### src/rtl/debug_io_ctrl.sv
// debug_io_ctrl
// Debug-port access sequencer sitting directly upstream of the CPU state mux.
// It takes one host command at a time, borrows the addressed resource
// (icache, dcache or regfile port 2) from the CPU for a short access window,
// and hands the read data back on a valid/ready response channel.
//
// Ports
//   clk, rst          rising-edge clock, synchronous active-high reset
//   cmd_valid/ready   host command handshake (ready only while idle)
//   cmd_op            1=ICRD 2=ICWR 3=DCRD 4=REGRD, anything else is illegal
//   cmd_addr          target address, truncated to the selected resource
//   cmd_wdata         icache write data (ICWR only)
//   rsp_valid/ready   response handshake
//   rsp_data          read data (0 for writes and illegal ops)
//   rsp_err           set for an illegal op
//   debug             mode code to the mux, 0 = CPU owns everything
//   ext_icache_*      icache control (active-low ceb/web)
//   ext_dcache_*      dcache control (read-only: web and bweb stay inactive)
//   ext_reg_*         regfile port-2 read strobe and address
//   icache_dout, dcache_dout, reg_rdata2
//                     resource read data, valid one cycle after the strobe
module debug_io_ctrl #(
    parameter int DEBUG_WIDTH = 3,
    parameter int CMD_AW      = 16,
    parameter int IADDR_WIDTH = 10,
    parameter int DADDR_WIDTH = 10,
    parameter int RADDR_WIDTH = 5,
    parameter int DATA_WIDTH  = 32
) (
    input  logic                   clk,
    input  logic                   rst,
    input  logic                   cmd_valid,
    output logic                   cmd_ready,
    input  logic [DEBUG_WIDTH-1:0] cmd_op,
    input  logic [CMD_AW-1:0]      cmd_addr,
    input  logic [DATA_WIDTH-1:0]  cmd_wdata,
    output logic                   rsp_valid,
    input  logic                   rsp_ready,
    output logic [DATA_WIDTH-1:0]  rsp_data,
    output logic                   rsp_err,
    output logic [DEBUG_WIDTH-1:0] debug,
    output logic                   ext_icache_ceb,
    output logic                   ext_icache_web,
    output logic [IADDR_WIDTH-1:0] ext_icache_addr,
    output logic [DATA_WIDTH-1:0]  ext_icache_din,
    output logic                   ext_dcache_ceb,
    output logic                   ext_dcache_web,
    output logic [DATA_WIDTH-1:0]  ext_dcache_bweb,
    output logic [DADDR_WIDTH-1:0] ext_dcache_addr,
    output logic                   ext_reg_read2,
    output logic [RADDR_WIDTH-1:0] ext_reg_rs2,
    input  logic [DATA_WIDTH-1:0]  icache_dout,
    input  logic [DATA_WIDTH-1:0]  dcache_dout,
    input  logic [DATA_WIDTH-1:0]  reg_rdata2
);

    localparam logic [1:0] S_IDLE    = 2'd0;
    localparam logic [1:0] S_ACCESS  = 2'd1;
    localparam logic [1:0] S_CAPTURE = 2'd2;
    localparam logic [1:0] S_RESP    = 2'd3;

    localparam logic [DEBUG_WIDTH-1:0] OP_ICRD  = DEBUG_WIDTH'(1);
    localparam logic [DEBUG_WIDTH-1:0] OP_ICWR  = DEBUG_WIDTH'(2);
    localparam logic [DEBUG_WIDTH-1:0] OP_DCRD  = DEBUG_WIDTH'(3);
    localparam logic [DEBUG_WIDTH-1:0] OP_REGRD = DEBUG_WIDTH'(4);

    logic [1:0]             r_state;
    logic [DEBUG_WIDTH-1:0] r_op;
    logic [IADDR_WIDTH-1:0] r_iaddr;
    logic [DADDR_WIDTH-1:0] r_daddr;
    logic [RADDR_WIDTH-1:0] r_raddr;
    logic [DATA_WIDTH-1:0]  r_wdata;
    logic [DATA_WIDTH-1:0]  r_rspData;
    logic                   r_rspErr;

    logic w_accept;
    logic w_legal;
    logic w_inAccess;
    logic w_opIcache;

    assign w_accept   = cmd_valid && (r_state == S_IDLE);
    assign w_legal    = (cmd_op == OP_ICRD) || (cmd_op == OP_ICWR) ||
                        (cmd_op == OP_DCRD) || (cmd_op == OP_REGRD);
    assign w_inAccess = (r_state == S_ACCESS);
    assign w_opIcache = (r_op == OP_ICRD) || (r_op == OP_ICWR);

    // Sequencer. Each target only latches its own address so the address
    // buses of resources that are not being accessed stay quiet. An illegal
    // op never touches a resource and goes straight to the response state.
    always_ff @(posedge clk) begin
        if (rst) begin
            r_state   <= S_IDLE;
            r_op      <= '0;
            r_iaddr   <= '0;
            r_daddr   <= '0;
            r_raddr   <= '0;
            r_wdata   <= '0;
            r_rspData <= '0;
            r_rspErr  <= 1'b0;
        end else begin
            case (r_state)
                S_IDLE: begin
                    if (w_accept) begin
                        r_op      <= cmd_op;
                        r_rspData <= '0;
                        if (w_legal) begin
                            r_rspErr <= 1'b0;
                            r_state  <= S_ACCESS;
                            if ((cmd_op == OP_ICRD) || (cmd_op == OP_ICWR)) begin
                                r_iaddr <= cmd_addr[IADDR_WIDTH-1:0];
                            end
                            if (cmd_op == OP_ICWR) begin
                                r_wdata <= cmd_wdata;
                            end
                            if (cmd_op == OP_DCRD) begin
                                r_daddr <= cmd_addr[DADDR_WIDTH-1:0];
                            end
                            if (cmd_op == OP_REGRD) begin
                                r_raddr <= cmd_addr[RADDR_WIDTH-1:0];
                            end
                        end else begin
                            r_rspErr <= 1'b1;
                            r_state  <= S_RESP;
                        end
                    end
                end
                S_ACCESS: begin
                    r_state <= S_CAPTURE;
                end
                S_CAPTURE: begin
                    // Resource data is valid this cycle; a write has no
                    // read data so rsp_data keeps the 0 set on accept.
                    case (r_op)
                        OP_ICRD:  r_rspData <= icache_dout;
                        OP_DCRD:  r_rspData <= dcache_dout;
                        OP_REGRD: r_rspData <= reg_rdata2;
                        default:  r_rspData <= '0;
                    endcase
                    r_state <= S_RESP;
                end
                default: begin
                    if (rsp_ready) begin
                        r_state <= S_IDLE;
                    end
                end
            endcase
        end
    end

    // Strobes are decoded from the state so they are active for exactly the
    // single ACCESS cycle and only for the resource the latched op selects.
    assign cmd_ready       = (r_state == S_IDLE);
    assign debug           = ((r_state == S_ACCESS) || (r_state == S_CAPTURE)) ? r_op : '0;
    assign ext_icache_ceb  = !(w_inAccess && w_opIcache);
    assign ext_icache_web  = !(w_inAccess && (r_op == OP_ICWR));
    assign ext_icache_addr = r_iaddr;
    assign ext_icache_din  = r_wdata;
    assign ext_dcache_ceb  = !(w_inAccess && (r_op == OP_DCRD));
    assign ext_dcache_web  = 1'b1;
    assign ext_dcache_bweb = '1;
    assign ext_dcache_addr = r_daddr;
    assign ext_reg_read2   = w_inAccess && (r_op == OP_REGRD);
    assign ext_reg_rs2     = r_raddr;
    assign rsp_valid       = (r_state == S_RESP);
    assign rsp_data        = r_rspData;
    assign rsp_err         = r_rspErr;

endmodule

### config.mk
export PLATFORM = sky130hd
export DESIGN_NAME = debug_io_ctrl
export DESIGN_NICKNAME = d
export VERILOG_FILES = /design/src/rtl/debug_io_ctrl.sv
export SDC_FILE = /design/constraint.sdc
export NUM_CORES = 1
export LEC_CHECK = 0
export BUFFER_PORTS_ARGS = -buffer_cell sky130_fd_sc_hd__clkbuf_2
export CORE_ASPECT_RATIO = 1.5
export CORE_MARGIN = 5
export CORE_UTILIZATION = 35
export CTS_CLUSTER_DIAMETER = 200
export CTS_CLUSTER_SIZE = 12
export DETAILED_ROUTE_END_ITERATION = 7
export PLACE_DENSITY = 0.63
export REMOVE_ABC_BUFFERS = 1
export SLEW_MARGIN = 0
export SYNTH_ARGS = -nofsm -noshare
export SYNTH_HDL_FRONTEND = slang
export SYNTH_SLANG_ARGS = --single-unit
### constraint.sdc
create_clock -name clk -period 2.2 [get_ports clk]
set_input_delay 0.22 -clock clk [delete_from_list [all_inputs] [get_ports clk]]
set_output_delay 0.22 -clock clk [all_outputs]
set_load 0.03 [all_outputs]
Word level (Yosys, flattened, before mapping)
Cells that the tools add are included.
Widths: inputs -> output; s select.
- bits in registers: 95
- bits of input ports: 151
- output and inout port bits: 132
- logic and storage cells: 52
- eq/ne operators: 12
- muxes and demuxes: 9
- reduce and logical (&&, ||, !) cells: 23
- operators with widths (cell ; number):
    $pmux 32 s3 ; 1
    $pmux 32 s2 ; 1
    $mux 32 ; 1
    $reduce_and 4->1 ; 4
    $eq 3x2->1 const B ; 4
    $eq 3x1->1 const B ; 2
    $eq 3x3->1 const B ; 2
    $mux 2 ; 3
    $pmux 2 s3 ; 1
    $reduce_and 2->1 ; 3
    $logic_and 1x1->1 ; 5
    $logic_or 1x1->1 ; 5
    $eq 2x2->1 const B ; 2
    $reduce_bool 4->1 ; 1
    $logic_not 1->1 ; 3
    $mux 3 ; 1
    $eq 2x1->1 const B ; 1
    $logic_not 2->1 ; 1
    $ne 2x1->1 const B ; 1
    $reduce_bool 2->1 ; 1
    $mux 1 ; 1

Depth between registers and ports, before layout
Gate-level depths: netlist of run 1.
- word-level depth: 7
- gate-level depth with buffers: 7

Worst setup path after synthesis of run 1
Ideal clock, no wire load.
- path kind: register to register
- start: reg r_state[0]
- end: reg r_state[1]
- setup time: 0.120 ns
- arrival: 1.748 ns
- required time: 2.080 ns
- path slack: 0.332 ns
- cell stages (with the launch flop): 7
- buffers on the path: 1
- period minus slack after synthesis: 1.868 ns
- path through: dfxtp_1 inv_1 ha_1 buf_2 or3_1 and2_1 a211o_1
- cells in the longest elaborated chain, start to end: 4
- ends and longest elaborated chain (element ; RTL line ; text):
    from (decl) ; 67 ; logic [1:0] r_state;
    from (signal assigned) ; 92 ; r_state <= S_IDLE;
    from (signal assigned) ; 108 ; r_state <= S_ACCESS;
    from (signal assigned) ; 123 ; r_state <= S_RESP;
    $logic_not 2->1 (*) ; n/a ;
    net cmd_ready ; 33 ; output logic cmd_ready,
    $logic_and 1x1->1 ; 81 ; assign w_accept = cmd_valid && (r_state == S_IDLE);
    $ne 2x1->1 (no source line) ; n/a ;
    $reduce_and 2->1 (no source line) ; n/a ;
The timed path passes the listed nets; every way through them passes the cells marked *.
A chain may end at the register's enable or synchronous reset.

Final worst setup path of run 1
- start: reg r_state[0]
- end: reg r_state[0]
- cells in the longest elaborated chain, start to end: 4
- ends and longest elaborated chain (element ; RTL line):
    $logic_not 2->1 ; 81, 101
    $logic_and 1x1->1 ; 81
    $ne 2x1->1 (no source line) ; n/a
    $reduce_and 2->1 (no source line) ; n/a
Several ways; a longest one is shown, not always the timed one.

==> impl_metrics.ini, run 1 <==
[status]
status = finished, final reports clean

[grt]
use_met1_pct = 18.55
use_met3_pct = 8.537
antenna_found_initial = 0
grt_pass1_vias = 4328
grt_overflow = 0
use_met2_pct = 30.27
grt_usage_pct = 17.50
top_usage_layer = met2
grt_pass1_wl_um = 22240
grt_max_degree = 85

[yosys]
ys_types = 38
synth-main-ff-cell = dfxtp_1
yosysSeqAreaShare_pct = 41.35
syn_inst = 488
yosysWarnings = 0
synth-edff-count = 0
avgSynthCellArea_sq_um = 9.425
ys_seq_elements = 95
ys_top_cells_by_count = dfxtp_1 (95), nand2_1 (91), mux2i_1 (42)
synth.most_common_cell = dfxtp_1
synth_top_area_share_pct = 41.35
syn_area_sq_um = 4599
async_flop_share_pct = 0
synth_top_area_cell = dfxtp_1
synth_area_leaders = dfxtp_1 (41%), mux2i_1 (9.1%), mux2_2 (7.8%), nand2_1 (7.4%), o2bb2ai_1 (6.1%)

[drt]
ant_nets = 0
dr.pass1.iters = 4
post_drt_wl_per_cell_um = 15.95
drc = 0
via_per_inst = 4.795
initialDrtViolationCount = 126
dr_total_vias = 4205
routed_wl_um = 13990

[sta]
max_freq_mhz = 525.3
fin_crit_ps = 1904
hold_viol_final = 0
hold_ws_ps = 108.5
setup_viol = 0
final.setup.tns_ps = 0
slew-limit-headroom_pct = 46.63
final-max-slew-violation-count = 0
worst_pin_slew_ps = 794.8
clock_skew_ps = 7.104
rsz0062_at_grt = false
post-route-period-util_pct = 86.53

[critical_path]
worstSetupPathType = reg -> reg
crit_arrival_ps = 2120
cp_max_fo = 5
crit_path_end_kind = flop
start_kind = flop
critPathRequiredTime_ps = 2420

[floorplanning]
initial_core_util_pct = 35.51
dieArea_sq_um = 15580
coreArea_sq_um = 12950
die_h_um = 150.4
rows = 51
fp.dieW_um = 103.6
ios = 283

[final_layout]
finalNetCount = 871
final_util_pct = 47.23
synthToLayoutAreaGrowth_pct = 33.03
drive_gt1_share_pct = 42.90
antenna_cells = 0

[job]
maxCapViolations = 0

[cts]
cts-resized-gates = 0
clk_pin_slew_ps = 60
insertion_delay_ps = 330
numCtsBuffers = 9
cts_tree = yes
htreeDepth = 3
clockBufferDepth = 2
cts.hold.buffers_added = 0
postCtsSetupBuffers = 0
clock_sinks = 95
cts_root_buf = clkbuf_16

[placed_design]
routabilityCongestion = 0.8448
port_buffers = 243
hpwl_um = 11540

[min_path]
hp-class = in -> reg

[power_and_ir_drop]
power_density_nw_per_um2 = 770.3
ir_drop_v = 0.0003685
leakage_nw = 2.724
==> cell families after synthesis <==
kind of cell,synth area share (%)
AO/OA/AOI/OAI,16.76
XOR/XNOR,0.5714
adder cells (fa/ha/maj),1.360
buffers and inverters,9.929
flip-flops,41.35
multiplexers,16.97
other,0.08153
AND/OR/NAND/NOR,12.98
==> metal layers <==
layer	share of wire (%)	routed length, um
met1	37	5242
met2	49	6794
met3	12	1742
met4	1.5	213
met5	0	0
==> placed cells by master (no fill, tap or decap), types with 5 or more instances in the layout <==
| master | netlist | layout |
|---|---|---|
| clkbuf_2 | 0 | 243 |
| dfxtp_1 | 95 | 94 |
| nand2_1 | 91 | 91 |
| mux2i_1 | 42 | 42 |
| conb_1 | 1 | 33 |
| mux2_2 | 32 | 32 |
| a22oi_1 | 32 | 32 |
| o2bb2ai_1 | 32 | 32 |
| a21oi_1 | 19 | 19 |
| nand3_1 | 17 | 17 |
| o21ai_0 | 16 | 16 |
| clkbuf_16 | 0 | 9 |
| buf_4 | 34 | 7 |
| and2_1 | 6 | 6 |
| ha_1 | 5 | 5 |
==> sequential cells by signal (all words and copies together), names as in the netlist <==
name / count
ext_icache_addr: 10
rsp_data: 32
r_state: 2
rsp_err: 1
r_op: 3
ext_dcache_addr: 10
ext_reg_rs2: 5
ext_icache_din: 32
==> worst max-delay path, cell delays in order, from the launching register on <==
cell	delay, ps
dfxtp_1	420
inv_1	100
ha_1	360
or3_1	430
and2_1	190
a211oi_1	290
==> report_power, final <==
part / total [mW] / internal [mW] / switching [mW] / leakage [nW]
Clock: 1.51 / 0.901 / 0.611 / 0.142
Combinational: 1.34 / 0.498 / 0.839 / 1.81
Sequential: 1.86 / 1.80 / 0.0660 / 0.768
==> metrics by stage <==
stage / setup WS, ps / power (mW) / area [sq um] / cells
6_report: 296.4 / 4.713 / 6118 / 877
5_1_grt: 135.4 / 4.982 / 6118 / 877
4_1_cts: 286.1 / 4.788 / 6118 / 877
3_5_place_dp: 285.2 / 3.250 / 5832 / 863
3_3_place_gp: 422.4 / 3.201 / 5832 / 863
2_1_floorplan: -752.6 / 2.766 / 4282 / 451
==> layout make-up <==
type / instances / area (sq um)
Sequential cell: 95 / 1903
Clock buffer: 11 / 242.7
Multi-Input combinational cell: 351 / 2382
Clock inverter: 3 / 43.79
Tap cell: 159 / 198.9
Inverter: 5 / 18.77
Fill cell: 1238 / 6835
Timing Repair Buffer: 253 / 1329
==> worst paths after layout <==
check	start	end	slack [ps]	depth (start not counted)
setup / recovery	r_state[0]$_SDFFE_PP0P_	r_state[0]$_SDFFE_PP0P_	300	5
hold / removal	cmd_wdata[30]	ext_icache_din[30]$_SDFFE_PP0P_	110	3
setup reg to reg	r_state[0]$_SDFFE_PP0P_	r_state[0]$_SDFFE_PP0P_	300	5
hold reg to reg	ext_dcache_addr[6]$_SDFFE_PP0P_	ext_dcache_addr[6]$_SDFFE_PP0P_	450	2
Power figures use the tool's default switching activity.
==> run 2, diff against run 1 <==
--- a/config.mk
+++ b/config.mk
@@ -12,7 +12,7 @@
 export CTS_CLUSTER_DIAMETER = 200
 export CTS_CLUSTER_SIZE = 12
 export DETAILED_ROUTE_END_ITERATION = 7
-export PLACE_DENSITY = 0.63
+export PLACE_DENSITY = 0.68
 export REMOVE_ABC_BUFFERS = 1
 export SLEW_MARGIN = 0
 export SYNTH_ARGS = -nofsm -noshare
==> run 2 against run 1 <==
  * Largest power group unchanged
  * Design area is 0.84% higher
  * Clock power is 6% higher
  * Total power is 2.6% higher
  * Fmax is 0.18% higher
  * Die area stayed put
  * Utilization is 0.40 points higher
  * Highest routed layer unchanged
  * Critical path type is now reg -> out
  * Sequential power hardly changed
  * Non-clock buffer count is 2 higher
  * Wire length is 7.8% higher
  * Final cell count is 0.46% higher
  * Hold slack worse by 3.3 ps
  * Clock skew is 2.0 ps higher
==> impl_metrics.ini, run 2 (synthesis results as in run 1) <==
[status]
status = finished, final reports clean

[drt]
ant_nets = 0
via_per_inst = 4.809
initialDrtViolationCount = 133
routed_wl_um = 15080
dr.pass1.iters = 5
dr_total_vias = 4237
post_drt_wl_per_cell_um = 17.11
drc = 0

[final_layout]
stdcell_area_sq_um = 6170
antenna_cells = 0
nFillCells = 1288
regArea_sq_um = 1903
finalNetCount = 873
mostFrequentLayoutCells = clkbuf_2 (243), dfxtp_1 (94), nand2_1 (91)
layout_commonest_cell = clkbuf_2
multi_input_area_sq_um = 2382
drive_gt1_share_pct = 43.21
synthToLayoutAreaGrowth_pct = 34.14
final_util_pct = 47.63

[critical_path]
start_kind = flop
path_cells = nor3b_4, and2_1, clkbuf_2
critPathBufInv = 1
worstSetupPathType = reg -> out
crit_arrival_ps = 1680
cp_max_fo = 9
slowest_stage = nor3b_4
crit_path_end_kind = output pin
critPathRequiredTime_ps = 1980
slowest_delay_ps = 520
crit_family = simple AND/OR/NAND/NOR gates

[placed_design]
hpwl_um = 12130
routabilityCongestion = 0.7866
port_buffers = 243
placed_area_sq_um = 5859

[floorplanning]
dieArea_sq_um = 15580
coreArea_sq_um = 12950
die_h_um = 150.4
rows = 51
initial_core_util_pct = 35.51
fp.dieW_um = 103.6
ios = 283

[grt]
antenna_found_initial = 0
grt_pass1_vias = 4288
grt_pass1_wl_um = 23330
grt_overflow = 0
grt_usage_pct = 18.78
grt_max_degree = 85

[power_and_ir_drop]
ir_drop_v = 0.0003526
cell_internal_pwr_mw = 3.259
leakage_nw = 2.741
p_sw_share_pct = 32.59
clock_power_share_pct = 33.2
p_seq_share_pct = 38.5
p_comb_share_pct = 28.3
power_density_nw_per_um2 = 783.6
power_switching_mw = 1.576

[sta]
hold_viol_final = 0
hold_ws_ps = 105.2
setup_viol = 0
final.setup.tns_ps = 0
slew-limit-headroom_pct = 49.46
max_freq_mhz = 526.3
clock_skew_ps = 9.122
post-route-period-util_pct = 86.37
rsz0062_at_grt = false
fin_crit_ps = 1900
final-max-slew-violation-count = 0
worst_pin_slew_ps = 752.7

[cts]
clockBufferDepth = 2
htreeDepth = 3
cts_root_buf = clkbuf_16
insertion_delay_ps = 330
cts_tree = yes
clk_pin_slew_ps = 70
cts.hold.buffers_added = 0
numCtsBuffers = 9
clock_sinks = 95
cts-resized-gates = 0
postCtsSetupBuffers = 0

[job]
maxCapViolations = 0

[min_path]
hp-class = in -> reg
run 2: changes by cell type in the layout (fill, tap and decap cells not counted), sizes merged:
cell / change
buf: +2
clkbuf: +1
clkinvlp: +2
inv: -1
run 2: area by class of cell:
cell class                 instances  area share, %
clock buffer                      12          4.157
clock inverter                     4         0.8720
inverter                           5         0.3042
multi-input combinational        351          38.61
sequential                        95          30.85
tap                              159          3.224
timing repair buffer             255          21.98
run 2: through the flow:
step	setup slack [ps]	instances	total power, mW
2_1_floorplan	-752.6	451	2.766
3_3_place_gp	352.3	865	3.282
3_5_place_dp	306.2	865	3.291
4_1_cts	224.4	881	4.911
5_1_grt	99.35	881	5.113
6_report	299.9	881	4.835
run 2: final timing paths:
check             slack (ps)                             from  cells after the start                               to
setup / recovery         300             r_op[2]$_SDFFE_PP0P_                      3                    ext_reg_read2
hold / removal           110                     cmd_wdata[0]                      3   ext_icache_din[0]$_SDFFE_PP0P_
setup reg to reg         310          r_state[1]$_SDFFE_PP0P_                      6  ext_icache_din[16]$_SDFFE_PP0P_
hold reg to reg          460  ext_icache_din[31]$_SDFFE_PP0P_                      2  ext_icache_din[31]$_SDFFE_PP0P_
run 2: layer usage:
| metal | track usage (%) | wire length (um) |
|---|---|---|
| met1 | 21.37 | 5873 |
| met2 | 30.01 | 6773 |
| met3 | 11.07 | 2253 |
| met4 | 4.924 | 177 |
| met5 | 0 | 0 |
run 2: power groups by stage:
stage	Clock, mW	Sequential [mW]	Combinational [mW]
after detailed placement	0	1.90	1.39
after CTS	1.66	1.86	1.39
after global placement	0	1.90	1.38
after global routing	1.73	1.87	1.51
after floorplan	0	2.01	0.758
final	1.60	1.86	1.37
run 2: worst reg2reg max path: stages, from the launching register on:
cell,delay (ps)
dfxtp_1,340
inv_1,100
ha_1,390
nand3_1,280
nor3_4,220
buf_12,260
mux2i_1,240
==> run 3, diff against run 2 <==
--- a/config.mk
+++ b/config.mk
@@ -8,11 +8,11 @@
 export BUFFER_PORTS_ARGS = -buffer_cell sky130_fd_sc_hd__clkbuf_2
 export CORE_ASPECT_RATIO = 1.5
 export CORE_MARGIN = 5
-export CORE_UTILIZATION = 35
+export CORE_UTILIZATION = 40
 export CTS_CLUSTER_DIAMETER = 200
 export CTS_CLUSTER_SIZE = 12
 export DETAILED_ROUTE_END_ITERATION = 7
-export PLACE_DENSITY = 0.68
+export PLACE_DENSITY = 0.76
 export REMOVE_ABC_BUFFERS = 1
 export SLEW_MARGIN = 0
 export SYNTH_ARGS = -nofsm -noshare
==> run 3 against run 2 <==
  * Clock-buffer cell count shrank 2
  * Worst setup slack lost 36 ps
  * Sequential power hardly changed
  * Largest power group unchanged
  * Fmax down 1.9%
  * Clock skew down 2.1 ps
  * Sequential share of layout area shrank 0.12 points
  * Largest cell class unchanged
  * First-iteration DRC count fell by 14%
  * Die area down 12%
  * Utilization increased by 6.7 points
  * Non-clock buffer count up 2
  * Clock power up 12%
  * Hold slack got worse by 5.3 ps
==> impl_metrics.ini, run 3 (synthesis results as in run 1) <==
[critical_path]
crit_family = simple AND/OR/NAND/NOR gates
cp.depth = 3
path_cells = nor2b_2, nand3_1, clkbuf_2
worstSetupPathType = reg -> out
r2r_cells = 6
cp_max_fo = 13
startpoint = r_op[0]$_SDFFE_PP0P_
critPathBufInv = 1
slowest_stage = nor2b_2
critPathRequiredTime_ps = 1980
slowest_delay_ps = 550
timing.rr.start = r_state[0]$_SDFFE_PP0P_
crit_end = ext_dcache_ceb
crit_arrival_ps = 1720
crit_path_end_kind = output pin
r2r-end = rsp_data[22]$_SDFFE_PP0P_
ff2ff_setup_slack_ps = 310
start_kind = flop

[min_path]
hp-class = in -> reg
worstHoldStart = cmd_wdata[12]

[cts]
insertion_delay_ps = 340
clock_sinks = 95
cts_root_buf = clkbuf_16
numCtsBuffers = 9
clockBufferDepth = 2
cts-resized-gates = 0
cts_tree = yes
clk_pin_slew_ps = 70
cts.hold.buffers_added = 0
postCtsSetupBuffers = 0
htreeDepth = 3

[final_layout]
final_cells = 874
drive_gt1_share_pct = 43.37
nFillCells = 1069
finalNetCount = 875
layout_commonest_cell = clkbuf_2
mostFrequentLayoutCells = clkbuf_2 (243), dfxtp_1 (94), nand2_1 (91)
stdcell_area_sq_um = 6195
antenna_cells = 0
synthToLayoutAreaGrowth_pct = 34.68

[placed_design]
placed_area_sq_um = 5851
port_buffers = 243
dpl.cell_count = 858
hpwl_um = 11790
pre_cts_slack_ps = 308.4
routabilityCongestion = 0.8303

[floorplanning]
fp.dieW_um = 97.56
coreArea_sq_um = 11410
die_h_um = 141.3
initial_core_util_pct = 40.31
dieArea_sq_um = 13790
rows = 48
ios = 283

[drt]
routed_wl_um = 14750
via_per_inst = 4.882
ant_nets = 0
dr_total_vias = 4267
drc = 0
initialDrtViolationCount = 114
dr.pass1.iters = 4
post_drt_wl_per_cell_um = 16.88

[sta]
fin_crit_ps = 1936
max_freq_mhz = 516.5
post-route-period-util_pct = 88.01
setup_viol = 0
slew-limit-headroom_pct = 41.80
fin_ws_ps = 263.9
hold_viol_final = 0
clock_skew_ps = 6.992
final-max-slew-violation-count = 0
hold_ws_ps = 99.93
rsz0062_at_grt = false
worst_pin_slew_ps = 866.7

[power_and_ir_drop]
power_density_nw_per_um2 = 813.6
leakage_nw = 2.771
finalPower_mw = 5.040
ir_drop_v = 0.0004189

[job]
maxCapViolations = 0

[grt]
grt_max_degree = 85
grt_pass1_wl_um = 22840
grt_overflow = 0
grt_usage_pct = 20.92
grt_pass1_vias = 4386
antenna_found_initial = 0

[status]
status = finished, final reports clean
==> run 3: cell count changes in the layout (fill, tap and decap cells not counted), sizes merged <==
cell      change
bufinv        +2
clkinvlp      -2
buf           +2
clkbuf        -2
inv           +2
==> run 3: worst register-to-register path, delay by kind of cell, from the launching register on <==
kind                       cells  cell delay [ps]
buffers and inverters          2              420
DFF                            1              420
AOI/OAI and AO/OA              2              370
adders and majority gates      1              330
and+or+nand+nor                1              270
==> run 3: how the worst min path moves through the flow <==
stage / endpoint / slack, ps / cells past startpoint
after CTS: ext_icache_din[12]$_SDFFE_PP0P_ / 90 / 3
after global routing: ext_icache_din[26]$_SDFFE_PP0P_ / 100 / 3
final: ext_icache_din[12]$_SDFFE_PP0P_ / 100 / 3
after floorplan: ext_icache_addr[0]$_SDFFE_PP0P_ / 290 / 1
after detailed placement: ext_dcache_addr[5]$_SDFFE_PP0P_ / 450 / 2
after global placement: ext_icache_din[16]$_SDFFE_PP0P_ / 440 / 2
==> run 3: stage by stage <==
stage                     util (%)  TNS [ps]
after CTS                    54.29         0
after floorplan                  -    -42520
after detailed placement     51.27         0
final                        54.29         0
after global placement       51.27         0
after global routing         54.29         0
==> run 3: layout make-up <==
| type | instances | area, sq um | area share (%) |
|---|---|---|---|
| repair buffers | 257 | 1359 | 21.93 |
| clock inverters | 6 | 115.1 | 1.858 |
| inverters | 5 | 18.77 | 0.3030 |
| clock buffers | 10 | 229.0 | 3.696 |
| flip-flops and latches | 95 | 1903 | 30.72 |
| multi-input cells | 351 | 2382 | 38.46 |
| well taps | 150 | 187.7 | 3.030 |
==> run 3: metal layers <==
layer | part of all wire (%) | vias to the layer above | track usage, %
met1 | 40 | 1915 | 23.32
met4 | 1.5 | 0 | 6.565
met3 | 13 | 12 | 10.08
met5 | 0 | - | 0
met2 | 46 | 221 | 35.24
li1 | - | 2119 | -
==> run 3: power breakdown <==
group          leakage [nW]  internal [mW]  switching (mW)
Clock                 0.169           1.12           0.681
Combinational          1.83          0.509           0.871
Sequential            0.768           1.80          0.0599
Total                  2.77           3.43            1.61
